`src/rtl/sysx_slave_port.sv`:
```
// ---------------------------------------------------------------------------
// sysx_slave_port
//
// Peripheral-side endpoint of the sysX bus. The master drives a 2-bit select
// code, a bus clock and an 8-bit MOSI lane; this block oversamples all of them
// on iClk, decodes command/data frames and converts them into single-cycle
// register strobes on the local peripheral register interface. Read data goes
// back MSB byte first on the 8-bit MISO lane. The peripheral interrupt request
// is forwarded to the master with one register stage.
//
// Frame format (one byte per bus-clock rise):
//   byte 0      : command, bit7 = 1 write / 0 read, bits[6:0] register address
//   bytes 1..4  : write data (bits 31:24 first) or read response slots
//
// Ports
//   pSelectID      parameter, select code this endpoint answers to (nonzero)
//   iClk           peripheral system clock, rising edge
//   iReset         synchronous active-high reset
//   iBusClock      sysX bus clock from the master (0 while idle)
//   iBusSelect     sysX chip select code, 2'h0 = bus idle
//   iBusMOSI       master-to-slave byte lane
//   oBusMISO       slave-to-master byte lane, always driven
//   oBusInterrupt  iIrq delayed by one iClk
//   iIrq           level interrupt request from the peripheral
//   oRegAddr       local register address (holds between frames)
//   oRegWrData     local write data (holds between frames)
//   oRegWrite      one-cycle write strobe
//   oRegRead       one-cycle read strobe
//   iRegRdData     read data, valid the iClk cycle after oRegRead
//   oBusy          high while a frame is in progress
// ---------------------------------------------------------------------------
module sysx_slave_port #(
    parameter logic [1:0] pSelectID = 2'h1
) (
    input  logic        iClk,
    input  logic        iReset,
    input  logic        iBusClock,
    input  logic [1:0]  iBusSelect,
    input  logic [7:0]  iBusMOSI,
    output logic [7:0]  oBusMISO,
    output logic        oBusInterrupt,
    input  logic        iIrq,
    output logic [6:0]  oRegAddr,
    output logic [31:0] oRegWrData,
    output logic        oRegWrite,
    output logic        oRegRead,
    input  logic [31:0] iRegRdData,
    output logic        oBusy
);

    typedef enum logic [2:0] {
        IDLE  = 3'd0,
        CMD   = 3'd1,
        WDATA = 3'd2,
        RDATA = 3'd3,
        DONE  = 3'd4
    } stateT;

    stateT       state;
    stateT       nextState;

    logic        busClkS1;
    logic        busClkS2;
    logic        busClkS3;
    logic [1:0]  selS1;
    logic [1:0]  selS2;
    logic [7:0]  mosiS1;
    logic [7:0]  mosiS2;

    logic        busRise;
    logic        busFall;
    logic        selected;

    logic [1:0]  byteCount;
    logic        lastPresented;
    logic        isWrite;
    logic        captureNext;
    logic [31:0] shiftReg;
    logic [7:0]  misoByte;

    logic        doWrite;
    logic        doRead;

    // The bus lines come from another clock domain, so every one of them goes
    // through a two-flop synchronizer. The bus clock gets a third flop so that
    // its edges can be detected by comparing the last two synchronized samples.
    // MOSI is only ever sampled on a bus-clock rise, long after the master set
    // it up, so a multi-bit synchronizer is safe for that lane.
    always_ff @(posedge iClk) begin
        if (iReset) begin
            busClkS1 <= 1'b0;
            busClkS2 <= 1'b0;
            busClkS3 <= 1'b0;
            selS1    <= 2'h0;
            selS2    <= 2'h0;
            mosiS1   <= 8'h00;
            mosiS2   <= 8'h00;
        end else begin
            busClkS1 <= iBusClock;
            busClkS2 <= busClkS1;
            busClkS3 <= busClkS2;
            selS1    <= iBusSelect;
            selS2    <= selS1;
            mosiS1   <= iBusMOSI;
            mosiS2   <= mosiS1;
        end
    end

    assign busRise  = busClkS2 & ~busClkS3;
    assign busFall  = ~busClkS2 & busClkS3;
    assign selected = (selS2 == pSelectID);

    // Strobe conditions. Both require the select to still be valid, which is
    // what makes a deselect win over a coincident edge pulse.
    assign doWrite = (state == WDATA) && selected && busRise && isWrite
                     && (byteCount == 2'd3);
    assign doRead  = (state == CMD) && selected && busRise && !mosiS2[7];

    // State register for the frame FSM.
    always_ff @(posedge iClk) begin
        if (iReset) begin
            state <= IDLE;
        end else begin
            state <= nextState;
        end
    end

    // Next-state logic. Losing the select from any active state drops straight
    // back to IDLE, so an aborted frame never reaches a strobe.
    always_comb begin
        nextState = state;
        case (state)
            IDLE: begin
                if (selected) begin
                    nextState = CMD;
                end
            end
            CMD: begin
                if (!selected) begin
                    nextState = IDLE;
                end else if (busRise) begin
                    nextState = mosiS2[7] ? WDATA : RDATA;
                end
            end
            WDATA: begin
                if (!selected) begin
                    nextState = IDLE;
                end else if (doWrite) begin
                    nextState = DONE;
                end
            end
            RDATA: begin
                if (!selected) begin
                    nextState = IDLE;
                end else if (busRise && lastPresented) begin
                    nextState = DONE;
                end
            end
            DONE: begin
                if (!selected) begin
                    nextState = IDLE;
                end
            end
            default: nextState = IDLE;
        endcase
    end

    // Output decode from the state. In RDATA the MISO lane shows whatever
    // byte the last fall pulse presented; DONE answers 8'hFF so a master that
    // clocks past the end of a frame sees an obviously invalid byte.
    always_comb begin
        oBusy    = (state != IDLE);
        oBusMISO = 8'h00;
        case (state)
            RDATA:   oBusMISO = misoByte;
            DONE:    oBusMISO = 8'hFF;
            default: oBusMISO = 8'h00;
        endcase
    end

    // Frame datapath: command latch, write-data shifter, read-data shifter
    // and the registered strobes. The read capture lands two iClk after the
    // read strobe rises: the peripheral presents its data in the cycle after
    // oRegRead, and captureNext marks that cycle. With a bus-clock high time
    // of at least 4 iClk this is always done before the first fall pulse.
    always_ff @(posedge iClk) begin
        if (iReset) begin
            oRegAddr      <= 7'h00;
            oRegWrData    <= 32'h0000_0000;
            oRegWrite     <= 1'b0;
            oRegRead      <= 1'b0;
            oBusInterrupt <= 1'b0;
            byteCount     <= 2'd0;
            lastPresented <= 1'b0;
            isWrite       <= 1'b0;
            captureNext   <= 1'b0;
            shiftReg      <= 32'h0000_0000;
            misoByte      <= 8'h00;
        end else begin
            oRegWrite     <= doWrite;
            oRegRead      <= doRead;
            captureNext   <= oRegRead;
            oBusInterrupt <= iIrq;

            if (captureNext) begin
                shiftReg <= iRegRdData;
            end

            if (!selected || state == IDLE) begin
                byteCount     <= 2'd0;
                lastPresented <= 1'b0;
            end else begin
                case (state)
                    CMD: begin
                        if (busRise) begin
                            oRegAddr      <= mosiS2[6:0];
                            isWrite       <= mosiS2[7];
                            byteCount     <= 2'd0;
                            lastPresented <= 1'b0;
                            misoByte      <= 8'h00;
                        end
                    end
                    WDATA: begin
                        if (busRise) begin
                            oRegWrData <= {oRegWrData[23:0], mosiS2};
                            byteCount  <= byteCount + 2'd1;
                        end
                    end
                    RDATA: begin
                        if (busFall && !lastPresented) begin
                            misoByte  <= shiftReg[31:24];
                            shiftReg  <= {shiftReg[23:0], 8'h00};
                            byteCount <= byteCount + 2'd1;
                            if (byteCount == 2'd3) begin
                                lastPresented <= 1'b1;
                            end
                        end
                    end
                    default: begin
                    end
                endcase
            end
        end
    end

endmodule
```
`config.mk`:
```
export PLATFORM = sky130hd
export DESIGN_NAME = sysx_slave_port
export DESIGN_NICKNAME = d
export VERILOG_FILES = /design/src/rtl/sysx_slave_port.sv
export SDC_FILE = /design/constraint.sdc
export NUM_CORES = 1
export LEC_CHECK = 0
export ABC_AREA = 0
export CORE_MARGIN = 5
export CORE_UTILIZATION = 30
export DETAILED_ROUTE_END_ITERATION = 16
export PLACE_DENSITY = 0.58
export SETUP_SLACK_MARGIN = 0.1
export SLEW_MARGIN = 20
export SYNTH_ARGS = -nofsm -noshare
export SYNTH_HDL_FRONTEND = slang
export SYNTH_SLANG_ARGS = --single-unit
export TNS_END_PERCENT = 5
```
`constraint.sdc`:
```
create_clock -name iClk -period 4.8 [get_ports iClk]
set_clock_uncertainty 0.2 [all_clocks]
set_input_delay 0.96 -clock iClk [delete_from_list [all_inputs] [get_ports iClk]]
set_output_delay 0.96 -clock iClk [all_outputs]
set_load 0.01 [all_outputs]
```
== Yosys cells after proc, flatten, opt, wreduce, memory -nomap -nowiden ==
Cells that the tools add are included.
Widths: inputs -> output; s select.

* Bits in registers: 113
* Bits of input ports: 46
* Output and inout bits: 51
* Logic and storage cells: 90

* $add $sub $neg: 1
* Equality and inequality tests: 15
* Muxes and demuxes: 26
* Bitwise operators: 5
* Reductions and logical operators: 24

{| class="wikitable"
|+ Operators by type and width
! cell !! number
|-
| $mux 32 || 4
|-
| $pmux 8 s2 || 2
|-
| $mux 3 || 8
|-
| $mux 8 || 2
|-
| $pmux 3 s5 || 1
|-
| $ne 2x2->1 const B || 6
|-
| $reduce_and 4->1 || 3
|-
| $logic_and 1x1->1 || 9
|-
| $ne 3x3->1 const B || 3
|-
| $eq 3x2->1 const B || 2
|-
| $mux 2 || 3
|-
| $pmux 2 s3 || 1
|-
| $reduce_and 3->1 || 2
|-
| $reduce_bool 3->1 || 2
|-
| $reduce_and 5->1 || 1
|-
| $mux 1 || 4
|-
| $eq 3x1->1 const B || 1
|-
| $eq 3x3->1 const B || 1
|-
| $logic_not 1->1 || 3
|-
| $logic_not 3->1 || 1
|-
| $not 1->1 || 3
|-
| $add 2x1->2 const B || 1
|-
| $and 1x1->1 || 2
|-
| $eq 2x1->1 const B || 1
|-
| 5 further kinds || 5
|}

== Longest topological paths before layout ==
* Word-level depth: 8
* Mapped depth: 6
* Depth with buffers taken out: 5

== Worst setup path after synthesis ==
No wires, ideal clock.

* Path type: register -> output
* From: reg state[0]
* To: out oBusMISO[0]
* Data arrival time: 1.163 ns
* Required time: 3.640 ns
* Slack: 2.477 ns
* Stages on the path, launching flop included: 5
* Buffers on the path: 2
* Cell sequence: dfxtp_1 > and3b_1 > buf_4 > clkbuf_1 > a21o_1

* Cells in the longest elaborated chain, start to end: 2
* Elaborated cells between the ends (all ways): 3
* Those cells by class: eq/ne: 2; mux: 1

{| class="wikitable"
|+ RTL lines
! what !! RTL line !! RTL
|-
| from (decl) || 59 || <nowiki>stateT state;</nowiki>
|-
| from (signal assigned) || 124 || <nowiki>state <= nextState;</nowiki>
|-
| $eq 3x3->1 / $eq 3x2->1 (equally long branches) || 174 || <nowiki>case (state)</nowiki>
|-
| $pmux 8 s2 (*) || 174 ||
|-
| to (decl) || 40 || <nowiki>output logic [7:0] oBusMISO,</nowiki>
|}

Every way passes the cells marked *; elsewhere a longest branch is shown, timed or not.

== Worst setup path in the final report ==
* From: reg state[0]
* To: out oBusMISO[6]

The elaborated chain is that of the path after synthesis.

==> impl_metrics.yaml <==
outcome:
  status: "finished, final reports clean"
power_and_ir_drop:
  peakVddDrop_mv: 0.232
  switchingPower_w: 0.000590
  p_int_w: 0.00190
  seqPwrFrac_pct: 39.8
  pwr-share-clk_pct: 49.4
  switching_share_pct: 23.7
  p_leak_nw: 2.16
  combPwrFrac_pct: 10.8
  powerDensity_nw_per_um2: 419
cts:
  root_buffer: "clkbuf_16"
  cts.sinks: 113
  post_cts_resized: 0
  insertion_delay_ns: 0.41
  cts_setup_buffers: 0
  cts_made_buffers: 17
  cts_hold_buffers: 0
  cts_tree: "yes"
  cts_max_level: 4
  clock_tree.buffer_depth: 2
  clk_pin_slew_worst_paths_ns: 0.05
timing:
  worst_pin_slew_ns: 1.11
  hold_violations: 0
  setup_viol: 0
  timing.final.ws_setup_ns: 1.40
  slew_violations: 0
  period_needed_ns: 3.40
  slew-limit-headroom_pct: 25.8
  finalSetupTns_ns: 0
  fmax_ghz: 0.294
  rsz0062_at_grt: "no"
  final.period_utilization_pct: 70.9
layout:
  areaGrowthSynthToFinish_pct: 37.6
  drive_above_1_share_pct: 7.89
  antenna_cells: 0
  fin_util_pct: 42.5
  finalInstanceArea_um2: 5950
  final_nets: 592
  fillers: 1378
setup_path:
  cp_slowest_cell: "dfxtp_1"
  critPathCaptureType: "output pin"
  r2r_start: "state[0]"
  required_ns: 3.64
  critPathLaunchType: "register"
  path_buf_inv: 2
  crit_family: "buffers and inverters"
  rrSetupSlack_ns: 1.97
  cp.arrival_ns: 2.24
  critPathKind: "register to output pin"
  crit_fanout: 18
  path_cells: "and3b_1, buf_4, a21o_1, clkdlybuf4s50_1"
  critical_path.startpoint: "state[0]"
  slowest_delay_ns: 0.66
yosys:
  avgSynthCellArea_um2: 9.37
  synth-edff-count: 0
  synthCells: 461
  synth_area_leaders: "dfxtp_1 52%, mux2i_1 9.3%, nand2_1 6.6%"
  netlist_area_um2: 4320
  synth_seq_cells: 113
  synth_cell_type_count: 42
  yosysWarningCount: 0
  ys_seq_area_share_pct: 52.3
  synthArstFlopShare_pct: 0
  synth_ff_type: "dfxtp_1"
  syn_nets: 508
  synth_top_area_share_pct: 52.3
  yosysTopAreaCell: "dfxtp_1"
die:
  io_pins: 97
  die_w_um: 130
  die_area_um2: 16900
  fp.dieH_um: 130
  initial_core_util_pct: 30.9
  core_area_um2: 14000
  rows: 43
global_routing:
  grt_pass1_vias: 3250
  grt_max_degree: 107
  antenna_found_initial: 0
  grt_pass1_wl_um: 16300
  overflow: 0
  grt_usage_pct: 12.3
placement:
  finalWeightedCongestion: 0.784
  io_buffers: 96
  dpl_cell_area_um2: 5360
  dp_hpwl_um: 6870
  dpl_worst_slack_ns: 1.83
routing:
  via_count: 3361
  firstDrtPassIters: 4
  antenna_left: 0
  wl_per_cell_um: 14.0
  totalWireLength_um: 10300
  vias_per_cell: 4.55
  remaining_drc_errors: 0
  drt_iter0_markers: 153
job:
  maxCapViolations: 0
worst_hold_path:
  hp-start: "mosiS1[4]"
  min_path_type: "register to register"
## cell families after synthesis
group / Yosys count / share of synthesized area, %
compound gates: 87 / 12.9
xor+xnor: 2 / 0.405
flops: 113 / 52.3
mux: 40 / 9.26
simple gates: 182 / 20.5
fa+ha+maj: 1 / 0.289
buf+inv: 36 / 4.28
## layout make-up
class                      instances  area, um^2  area share (%)
clock inverter                    12         133            2.23
clock buffer                      20         457            7.68
timing repair buffer              98         973            16.4
inverter                           3        11.3           0.189
multi-input combinational        312        1880            31.7
tap                              180         225            3.79
sequential                       113        2260            38.1
## final timing paths
kind	to	cells past startpoint
setup reg to reg	shiftReg[7]	5
hold reg to reg	mosiS2[4]	1
setup / recovery	oBusMISO[6]	4
hold / removal	mosiS2[4]	1
## Yosys cell counts (2+ instances only)
library cell and number:
nand4b_1 2, nor2_1 42, nand3_1 8, mux2i_1 40
xnor2_1 2, a211oi_1 24, buf_6 4, o21ai_0 2
buf_2 10, nand2b_1 4, inv_1 3, nor2b_1 28
nand2_1 76, nor3_1 5, o21a_1 3, a21oi_1 41
nor3b_1 2, buf_4 2, o21ai_1 2, dfxtp_1 113
or4_1 2, a21o_1 8, or3_1 3, clkbuf_1 16
and4bb_2 2
## stage by stage
step | total power [W] | instances | hold slack (ns)
detailed placement | 0.00128 | 706 | 0.222
floorplan | 0.00115 | 461 | 0.214
global placement | 0.00127 | 706 | 0.222
global route | 0.00259 | 738 | 0.257
CTS | 0.00252 | 738 | 0.235
finish | 0.00249 | 738 | 0.232
## power by group through the flow
stage | Sequential, W | Combinational, W | Clock, W
floorplan | 0.000988 | 0.000159 | 0
global placement | 0.00101 | 0.000265 | 0
detailed placement | 0.00101 | 0.000269 | 0
CTS | 0.000990 | 0.000272 | 0.00126
global route | 0.000994 | 0.000287 | 0.00131
finish | 0.000991 | 0.000269 | 0.00123
## sequential cells by signal, summed over array words and instances (netlist names), 2 cells and up
register    flops
oRegWrData     32
mosiS2          8
state           3
byteCount       2
mosiS1          8
shiftReg       32
oRegAddr        7
selS1           2
misoByte        8
selS2           2
## layout by cell type, fill, tap and decap left out, drive strengths merged, types with 3 or more instances in the layout
master,n
buf,3
clkdlybuf4s50,95
inv,5
clkbuf,20
nor3,5
nand2b,4
nand2,77
and4bb,3
dfxtp,113
nor2b,28
clkinv,5
nor3b,3
a21o,8
nand3,9
a21oi,41
a211oi,24
clkinvlp,3
o21ai,4
or3,3
o21a,3
nor2,42
mux2i,40
## per-layer routing
layer	track usage, %	up-vias	wire, um
met5	0	-	0
met4	4.77	0	148
met3	4.18	14	440
met2	19.6	61	5090
met1	15.4	1530	4630
li1	-	1756	-
Note: power is estimated with default switching activity, not from simulation.
